**config.mk**
```make
export PLATFORM = sky130hd
export DESIGN_NAME = mem_lsu
export DESIGN_NICKNAME = d
export VERILOG_FILES = /design/src/rtl/mem_lsu.sv
export SDC_FILE = /design/constraint.sdc
export NUM_CORES = 1
export LEC_CHECK = 0
export CAP_MARGIN = 20
export CORE_MARGIN = 4
export CORE_UTILIZATION = 45
export DETAILED_ROUTE_END_ITERATION = 8
export PLACE_DENSITY = 0.93
export SYNTH_ARGS = -nofsm -noshare
export SYNTH_HDL_FRONTEND = slang
export SYNTH_SLANG_ARGS = --single-unit
```
**constraint.sdc**
```tcl
create_clock -name i_clk -period 12.3 [get_ports i_clk]
set_input_delay 3.69 -clock i_clk [delete_from_list [all_inputs] [get_ports i_clk]]
set_output_delay 3.69 -clock i_clk [all_outputs]
set_load 0.01 [all_outputs]
```
**src/rtl/mem_lsu.sv**
```systemverilog
// Memory-stage load/store unit: request/ack data-bus access with pipeline stall,
// store lane steering and load extension. Optional ack timeout under `LSU_TIMEOUT_EN`.
module mem_lsu #(
    parameter int unsigned TIMEOUT_CYCLES = 255
) (
    input  logic        i_clk,
    input  logic        i_reset,
    input  logic        i_valid,
    input  logic        i_flush,
    input  logic        i_memread,
    input  logic        i_memwrite,
    input  logic [2:0]  i_funct3,
    input  logic [31:0] i_addr,
    input  logic [31:0] i_wdata,
    output logic        o_stall,
    output logic        o_mem_req,
    output logic        o_mem_we,
    output logic [31:0] o_mem_addr,
    output logic [31:0] o_mem_wdata,
    output logic [3:0]  o_mem_be,
    input  logic        i_mem_ack,
    input  logic [31:0] i_mem_rdata,
    output logic        o_done,
    output logic [31:0] o_load_data,
    output logic        o_err,
    output logic [1:0]  o_err_cause
);

    typedef enum logic [1:0] {
        ST_IDLE = 2'd0,
        ST_REQ  = 2'd1,
        ST_DONE = 2'd2
    } state_t;

    localparam logic [1:0] CAUSE_MISALIGN = 2'b01;
    localparam logic [1:0] CAUSE_ILLEGAL  = 2'b10;
    localparam logic [1:0] CAUSE_TIMEOUT  = 2'b11;

    if (TIMEOUT_CYCLES == 0) begin : g_cfg_check
        $error("mem_lsu: TIMEOUT_CYCLES must be at least 1");
    end

    state_t      state;
    logic        kill;
    logic        op_load;
    logic [2:0]  op_f3;
    logic [1:0]  op_off;

    logic        mem_op_c;
    logic        legal_c;
    logic        aligned_c;
    logic        issue_c;
    logic [31:0] st_wdata_c;
    logic [3:0]  st_be_c;
    logic [7:0]  sel_byte_c;
    logic [15:0] sel_half_c;
    logic [31:0] load_ext_c;
    logic        tmo_hit_c;

    // Decode legality and natural alignment of the op sitting in EX/MEM.
    always_comb begin
        mem_op_c  = i_valid & (i_memread | i_memwrite) & ~i_flush;
        legal_c   = 1'b0;
        aligned_c = 1'b1;
        case (i_funct3)
            3'b000, 3'b001, 3'b010: legal_c = 1'b1;
            3'b100, 3'b101:         legal_c = ~i_memwrite;
            default:                legal_c = 1'b0;
        endcase
        case (i_funct3[1:0])
            2'b01:   aligned_c = ~i_addr[0];
            2'b10:   aligned_c = (i_addr[1:0] == 2'b00);
            default: aligned_c = 1'b1;
        endcase
        issue_c = mem_op_c & legal_c & aligned_c;
    end

    // Replicate store data across lanes; loads request the full word.
    always_comb begin
        st_wdata_c = i_wdata;
        st_be_c    = 4'b1111;
        if (i_memwrite) begin
            case (i_funct3[1:0])
                2'b00: begin
                    st_wdata_c = {4{i_wdata[7:0]}};
                    st_be_c    = 4'b0001 << i_addr[1:0];
                end
                2'b01: begin
                    st_wdata_c = {2{i_wdata[15:0]}};
                    st_be_c    = i_addr[1] ? 4'b1100 : 4'b0011;
                end
                default: begin
                    st_wdata_c = i_wdata;
                    st_be_c    = 4'b1111;
                end
            endcase
        end
    end

    // Pick the addressed byte/half from the returned word and extend it.
    always_comb begin
        sel_byte_c = i_mem_rdata[{op_off, 3'b000} +: 8];
        sel_half_c = i_mem_rdata[{op_off[1], 4'b0000} +: 16];
        case (op_f3)
            3'b000:  load_ext_c = {{24{sel_byte_c[7]}}, sel_byte_c};
            3'b001:  load_ext_c = {{16{sel_half_c[15]}}, sel_half_c};
            3'b100:  load_ext_c = {24'h000000, sel_byte_c};
            3'b101:  load_ext_c = {16'h0000, sel_half_c};
            default: load_ext_c = i_mem_rdata;
        endcase
    end

    assign o_stall = ((state == ST_IDLE) & issue_c) | (state == ST_REQ);

`ifdef LSU_TIMEOUT_EN
    localparam int unsigned CNT_W = $clog2(TIMEOUT_CYCLES + 1);

    logic [CNT_W-1:0] tmo_cnt;

    // Counts REQ cycles without ack; the last one before the limit triggers the abort.
    always_ff @(posedge i_clk or posedge i_reset) begin
        if (i_reset) begin
            tmo_cnt <= '0;
        end else if ((state == ST_IDLE) && issue_c) begin
            tmo_cnt <= '0;
        end else if ((state == ST_REQ) && !i_mem_ack) begin
            tmo_cnt <= tmo_cnt + CNT_W'(1);
        end
    end

    assign tmo_hit_c = (state == ST_REQ) && (tmo_cnt == CNT_W'(TIMEOUT_CYCLES - 1));
`else
    assign tmo_hit_c = 1'b0;
`endif

    // Transaction FSM with registered bus, completion and error outputs.
    always_ff @(posedge i_clk or posedge i_reset) begin
        if (i_reset) begin
            state       <= ST_IDLE;
            kill        <= 1'b0;
            op_load     <= 1'b0;
            op_f3       <= 3'b000;
            op_off      <= 2'b00;
            o_mem_req   <= 1'b0;
            o_mem_we    <= 1'b0;
            o_mem_addr  <= '0;
            o_mem_wdata <= '0;
            o_mem_be    <= '0;
            o_done      <= 1'b0;
            o_load_data <= '0;
            o_err       <= 1'b0;
            o_err_cause <= 2'b00;
        end else begin
            o_done <= 1'b0;
            o_err  <= 1'b0;
            case (state)
                ST_IDLE: begin
                    kill <= 1'b0;
                    if (issue_c) begin
                        state       <= ST_REQ;
                        o_mem_req   <= 1'b1;
                        o_mem_we    <= i_memwrite;
                        o_mem_addr  <= {i_addr[31:2], 2'b00};
                        o_mem_wdata <= st_wdata_c;
                        o_mem_be    <= st_be_c;
                        op_load     <= ~i_memwrite;
                        op_f3       <= i_funct3;
                        op_off      <= i_addr[1:0];
                    end else if (mem_op_c) begin
                        o_err       <= 1'b1;
                        o_err_cause <= legal_c ? CAUSE_MISALIGN : CAUSE_ILLEGAL;
                    end
                end
                ST_REQ: begin
                    if (i_flush) begin
                        kill <= 1'b1;
                    end
                    if (i_mem_ack) begin
                        state     <= ST_DONE;
                        o_mem_req <= 1'b0;
                        o_mem_we  <= 1'b0;
                        o_done    <= ~(kill | i_flush);
                        if (op_load && !kill && !i_flush) begin
                            o_load_data <= load_ext_c;
                        end
                    end else if (tmo_hit_c) begin
                        state       <= ST_DONE;
                        o_mem_req   <= 1'b0;
                        o_mem_we    <= 1'b0;
                        o_err       <= 1'b1;
                        o_err_cause <= CAUSE_TIMEOUT;
                    end
                end
                ST_DONE: begin
                    state <= ST_IDLE;
                end
                default: begin
                    state <= ST_IDLE;
                end
            endcase
        end
    end

endmodule

```
==> impl_metrics.yaml, run 1 <==
run_status:
  outcome: "finished clean"
synth:
  yosys.area.top_type: "dfrtp_1"
  yosysMostFrequentCell: "dfrtp_1"
  synth_top_area_share: 0.528
  synth-edff-count: 0
  synthCells: 465
  synth_async_sr_flop_share: 1.00
  netlist_area_mm2: 0.00535
  yosysUniqueCellTypes: 38
  syn_avg_cell_area_um2: 11.5
  synth_commonest_cells: "dfrtp_1, nand2_1, mux2_2"
  ys.flop_type: "dfrtp_1"
  seq_area_frac_synth: 0.528
  ys_seq_elements: 113
  ys_top_cells_by_area: "dfrtp_1, mux2_2, mux2_4"
  synth_warnings: 0
critical_path:
  start_kind: "input pin"
  r2r_cells: 6
  worst_path_most_repeated_cell: "clkdlybuf4s50_1"
  arrival_ns: 6.37
  r2r_setup_slack_ns: 9.63
  path_depth: 8
  required_ns: 8.61
  crit_buf_inv: 3
  worst_path_max_delay_cell: "clkdlybuf4s50_1"
  crit_fanout: 15
  r2r_start: "state[1]"
  max_stage_delay_ns: 0.55
  path_class: "in2out"
  cp_cell_sequence: "clkdlybuf4s50_1 -> inv_1 -> ha_1 -> nor2_1 -> a22o_1 -> or3_4 -> nand2_1 -> clkdlybuf4s50_1"
  critPathCapture: "o_stall"
  r2r-end: "o_load_data[19]"
  crit_family: "buffers and inverters"
  cp-end-kind: "output port"
  crit_start: "i_funct3[1]"
placement:
  hpwl_um: 12200
  place.gp.congestion: 0.934
  portBuffers: 210
  place_ws_ns: 2.35
sta:
  drv_slew: 0
  post-route-period-util: 0.818
  setup_tns_ns: 0
  slew_headroom: 0.359
  period_minus_slack_ns: 10.06
  rsz0062_at_grt: "false"
  finalSetupViolations: 0
  setup_slack_ns: 2.24
  max_slew.worst_pin.slew_ns: 0.962
  fmax_mhz: 99.4
  finalHoldViolCount: 0
  clock_skew_ns: 0.0112
grt:
  grt_pass1_vias: 4985
  gr-total-overflow: 0
  grt_start_max_net_pins: 76
  antenna_found_initial: 1
  track_usage: 0.247
  grt_pass1_wl_um: 25700
clock_tree:
  clk_latency_ns: 0.40
  cts_resized: 0
  ctsHoldBuffers: 0
  postCtsSetupRepairBufs: 0
  clockBufferDepth: 2
  cts_tree: "yes"
  htreeDepth: 4
  clk_pin_slew_ns: 0.05
  clock-sinks: 113
  numCtsBuffers: 17
  clock-root-buffer: "clkbuf_16"
power:
  clkPwrFrac: 0.291
  p_sw_frac: 0.300
  power_switching_mw: 0.511
  p_int_mw: 1.19
  total_power_mw: 1.70
  peakVddDrop_mv: 0.114
  combinationalPowerShare: 0.356
  power.leakage_nw: 3.80
  power_density_mw_per_mm2: 210
  p_seq_frac: 0.353
routing:
  final_antenna_net_count: 0
  drt_pass1_iterations: 5
  drt_iter0_drc: 482
  num_vias: 4560
  via_per_inst: 5.53
  routed_wirelength_um: 16800
  route.detailed.drc: 0
  wire_per_inst_um: 20.4
floorplan:
  core_area_mm2: 0.0115
  die_w_um: 117
  die_area_mm2: 0.0137
  die_y_um: 117
  initial_core_util: 0.465
  ios: 213
  row_count: 39
layout:
  layout-drive-gt1-share: 0.164
  area_growth_pct: 51.9
  fin_nets: 777
flow_run:
  max-cap-violations: 0
min_path:
  hold_class: "reg2reg"
[cells in the final DEF, fill, tap and decap left out, drive strengths merged, types with 7 or more instances in the layout]
cell type        n
a22oi            8
a311oi           7
nor2            35
clkdlybuf4s50  210
a21o            17
nand3b           8
o21ai           12
o31ai            8
nand2           47
mux2            67
a21oi           36
o221a            7
inv             17
dfrtp          113
nor2b           10
clkbuf          22
mux2i           20
[metal layers]
| metal | part of all wire | global-route usage | routed length, um | up-vias |
|---|---|---|---|---|
| li1 | - | - | - | 2038 |
| met1 | 0.37 | 0.281 | 6280 | 2215 |
| met3 | 0.11 | 0.104 | 1830 | 37 |
| met2 | 0.49 | 0.409 | 8220 | 270 |
| met5 | 0 | 0 | 0 | - |
| met4 | 0.028 | 0.103 | 476 | 0 |
[state kept, by name, indices dropped and copies added (netlist names)]
signal	flops
op_f3	3
state	2
o_mem_be	4
o_done	1
o_load_data	32
op_off	2
o_err_cause	2
o_mem_req	1
o_err	1
o_mem_wdata	32
o_mem_we	1
kill	1
op_load	1
o_mem_addr	30
[area by class of cell]
type | instances | area [um^2]
Antenna cell | 1 | 2.50
Clock buffer | 22 | 464
Clock inverter | 10 | 134
Fill cell | 789 | 3390
Inverter | 18 | 70.1
Multi-Input combinational cell | 303 | 2300
Sequential cell | 113 | 2830
Tap cell | 143 | 179
Timing Repair Buffer | 215 | 2150
[worst min path at each step]
stage	slack, ns	start	cells past startpoint	endpoint
6_report	0.47	kill	1	o_done
3_3_place_gp	0.45	kill	1	o_done
4_1_cts	0.47	kill	1	o_done
2_1_floorplan	0.43	kill	1	o_done
3_5_place_dp	0.47	kill	1	o_done
5_1_grt	0.50	o_load_data[6]	2	o_load_data[6]
[logic make-up (layout without fill, tap and decap cells)]
| group | Yosys count | after routing | synth area share |
|---|---|---|---|
| flip-flops | 113 | 113 | 0.528 |
| AND/OR/NAND/NOR | 110 | 110 | 0.0933 |
| AO/OA/AOI/OAI | 100 | 100 | 0.125 |
| multiplexers | 88 | 88 | 0.202 |
| buffers and inverters | 50 | 265 | 0.0440 |
| adder cells (fa/ha/maj) | 3 | 3 | 0.00702 |
| other | 1 | 3 | 0.000701 |
[power by group through the flow]
| stage | logic, mW | clock network [mW] | registers (mW) |
|---|---|---|---|
| 2_1_floorplan | 0.226 | 0 | 0.628 |
| 3_3_place_gp | 0.589 | 0 | 0.595 |
| 3_5_place_dp | 0.608 | 0 | 0.603 |
| 4_1_cts | 0.612 | 0.503 | 0.601 |
| 5_1_grt | 0.650 | 0.523 | 0.619 |
| 6_report | 0.607 | 0.496 | 0.602 |
[metrics by stage]
step / std cells / cell area [um^2] / hold WS [ns] / util
finish: 825 / 8130 / 0.469 / 0.706
global route: 825 / 8130 / 0.502 / 0.706
CTS: 822 / 8100 / 0.473 / 0.703
detailed placement: 790 / 7500 / 0.466 / 0.651
global placement: 790 / 7500 / 0.449 / 0.651
floorplan: 466 / 5360 / 0.431 / -
(Power assumes the default switching activity.)
==> run 2, diff against run 1 <==
CORE_UTILIZATION = 44   (was 45)
PLACE_DENSITY = 0.91   (was 0.93)
clock period = 9.5 ns   (was 12.3 ns; I/O delays follow)
==> run 2 against run 1 <==
Against the previous run: sequential share of layout area increased by 0.15 points; clock power rose by 25%; hold slack gained 0.0082 ns; register-to-register slack worse by 2.7 ns.
==> impl_metrics.yaml, run 2 (synthesis gave the netlist of run 1 again) <==
power:
  power.leakage_nw: 3.77
  power_density_mw_per_mm2: 270
  peakVddDrop_mv: 0.136
layout:
  final_common_cell: "clkdlybuf4s50_1"
  top_regs: "o_load_data x32, o_mem_wdata x32, o_mem_addr x30"
  antenna_cells: 0
  layout-drive-gt1-share: 0.165
  seq_area_mm2: 0.00283
  most-common-layout-cells: "clkdlybuf4s50_1, dfrtp_1, nand2_1, mux2_2, a21oi_1"
  fillers: 878
  fin_nets: 776
  post-route-util: 0.676
  multi_input_area_mm2: 0.00230
  area_growth_pct: 51.2
floorplan:
  ios: 213
  die_w_um: 118
  die_area_mm2: 0.0140
  die_y_um: 118
  core_area_mm2: 0.0120
  row_count: 40
  initial_core_util: 0.447
placement:
  place.gp.congestion: 0.927
  portBuffers: 210
  place_ws_ns: 1.23
  hpwl_um: 12600
routing:
  routed_wirelength_um: 16900
  route.detailed.drc: 0
  num_vias: 4530
  drt_pass1_iterations: 5
  dr.max_layer_used: "met4"
  final_antenna_net_count: 0
  dr_wl_met3_um: 1730
  drt_iter0_drc: 394
  met1Wirelength_um: 6500
  wl_met2_um: 8370
  wire_per_inst_um: 20.4
  via_per_inst: 5.48
clock_tree:
  clk_latency_ns: 0.41
  htreeDepth: 4
  clockBufferDepth: 2
  cts_resized: 0
  clock-sinks: 113
  ctsHoldBuffers: 0
  numCtsBuffers: 17
  clk_pin_slew_ns: 0.05
  postCtsSetupRepairBufs: 0
  cts_tree: "yes"
  clock-root-buffer: "clkbuf_16"
sta:
  fmax_mhz: 120
  clock_skew_ns: 0.00765
  finalSetupViolations: 0
  setup_tns_ns: 0
  period_minus_slack_ns: 8.31
  rsz0062_at_grt: "false"
  post-route-period-util: 0.875
  drv_slew: 0
  finalHoldViolCount: 0
  max_slew.worst_pin.slew_ns: 1.08
  slew_headroom: 0.278
  setup_slack_ns: 1.19
critical_path:
  worst_path_most_repeated_cell: "clkdlybuf4s50_1"
  max_stage_delay_ns: 0.54
  cp_cell_sequence: "clkdlybuf4s50_1 -> inv_1 -> ha_1 -> nor2_1 -> a22o_1 -> or3_4 -> nand2_1 -> clkdlybuf4s50_1"
  worst_path_max_delay_cell: "ha_1"
  arrival_ns: 5.46
  start_kind: "input pin"
  cp-end-kind: "output port"
  required_ns: 6.65
  crit_fanout: 15
  path_class: "in2out"
grt:
  track_usage: 0.243
  grt_pass1_vias: 4929
  grt_pass1_wl_um: 26700
  grt_start_max_net_pins: 73
  gr-total-overflow: 0
  antenna_found_initial: 0
flow_run:
  max-cap-violations: 0
run_status:
  outcome: "finished clean"
min_path:
  hold_class: "reg2reg"
-- run 2: final timing paths --
kind | from | end | slack (ns) | cells after the start
setup / recovery | i_funct3[1] | o_stall | 1.19 | 8
hold / removal | o_load_data[15] | o_load_data[15] | 0.48 | 2
setup reg to reg | state[1] | o_load_data[22] | 6.97 | 6
hold reg to reg | o_load_data[15] | o_load_data[15] | 0.48 | 2
max in group asynchronous | i_reset | op_f3[0] | 5.37 | 3
min in group asynchronous | i_reset | o_load_data[20] | 2.97 | 2
-- run 2: worst max-delay path, delay by kind of cell --
family	cells	cell delay, ns
compound gates	1	0.25
fa+ha+maj	1	0.54
simple gates	3	0.61
buf+inv	3	1.19
-- run 2: cell type report --
class,count,share of cell area
clock buffers,20,0.0552
well taps,147,0.0227
multi-input cells,303,0.284
flip-flops and latches,113,0.349
repair buffers,214,0.263
inverters,18,0.00866
clock inverters,12,0.0165
-- run 2: power breakdown --
| part | switching, mW | internal (mW) |
|---|---|---|
| combinational | 0.314 | 0.473 |
| clock | 0.226 | 0.393 |
| sequential | 0.132 | 0.648 |
| total | 0.672 | 1.51 |
-- run 2: routing by layer --
metal  up-vias  global-route usage
li1       2038                   -
met1      2243               0.281
met2       222               0.404
met3        27               0.110
met4         0              0.0784
met5         -                   0
-- run 2: metrics by stage --
stage	total power, mW	hold slack [ns]	cell area [um^2]	std cells
floorplan	1.11	0.431	5360	466
global placement	1.54	0.448	7500	794
detailed placement	1.57	0.466	7500	794
CTS	2.20	0.478	8080	826
global route	2.30	0.490	8090	827
finish	2.19	0.477	8090	827
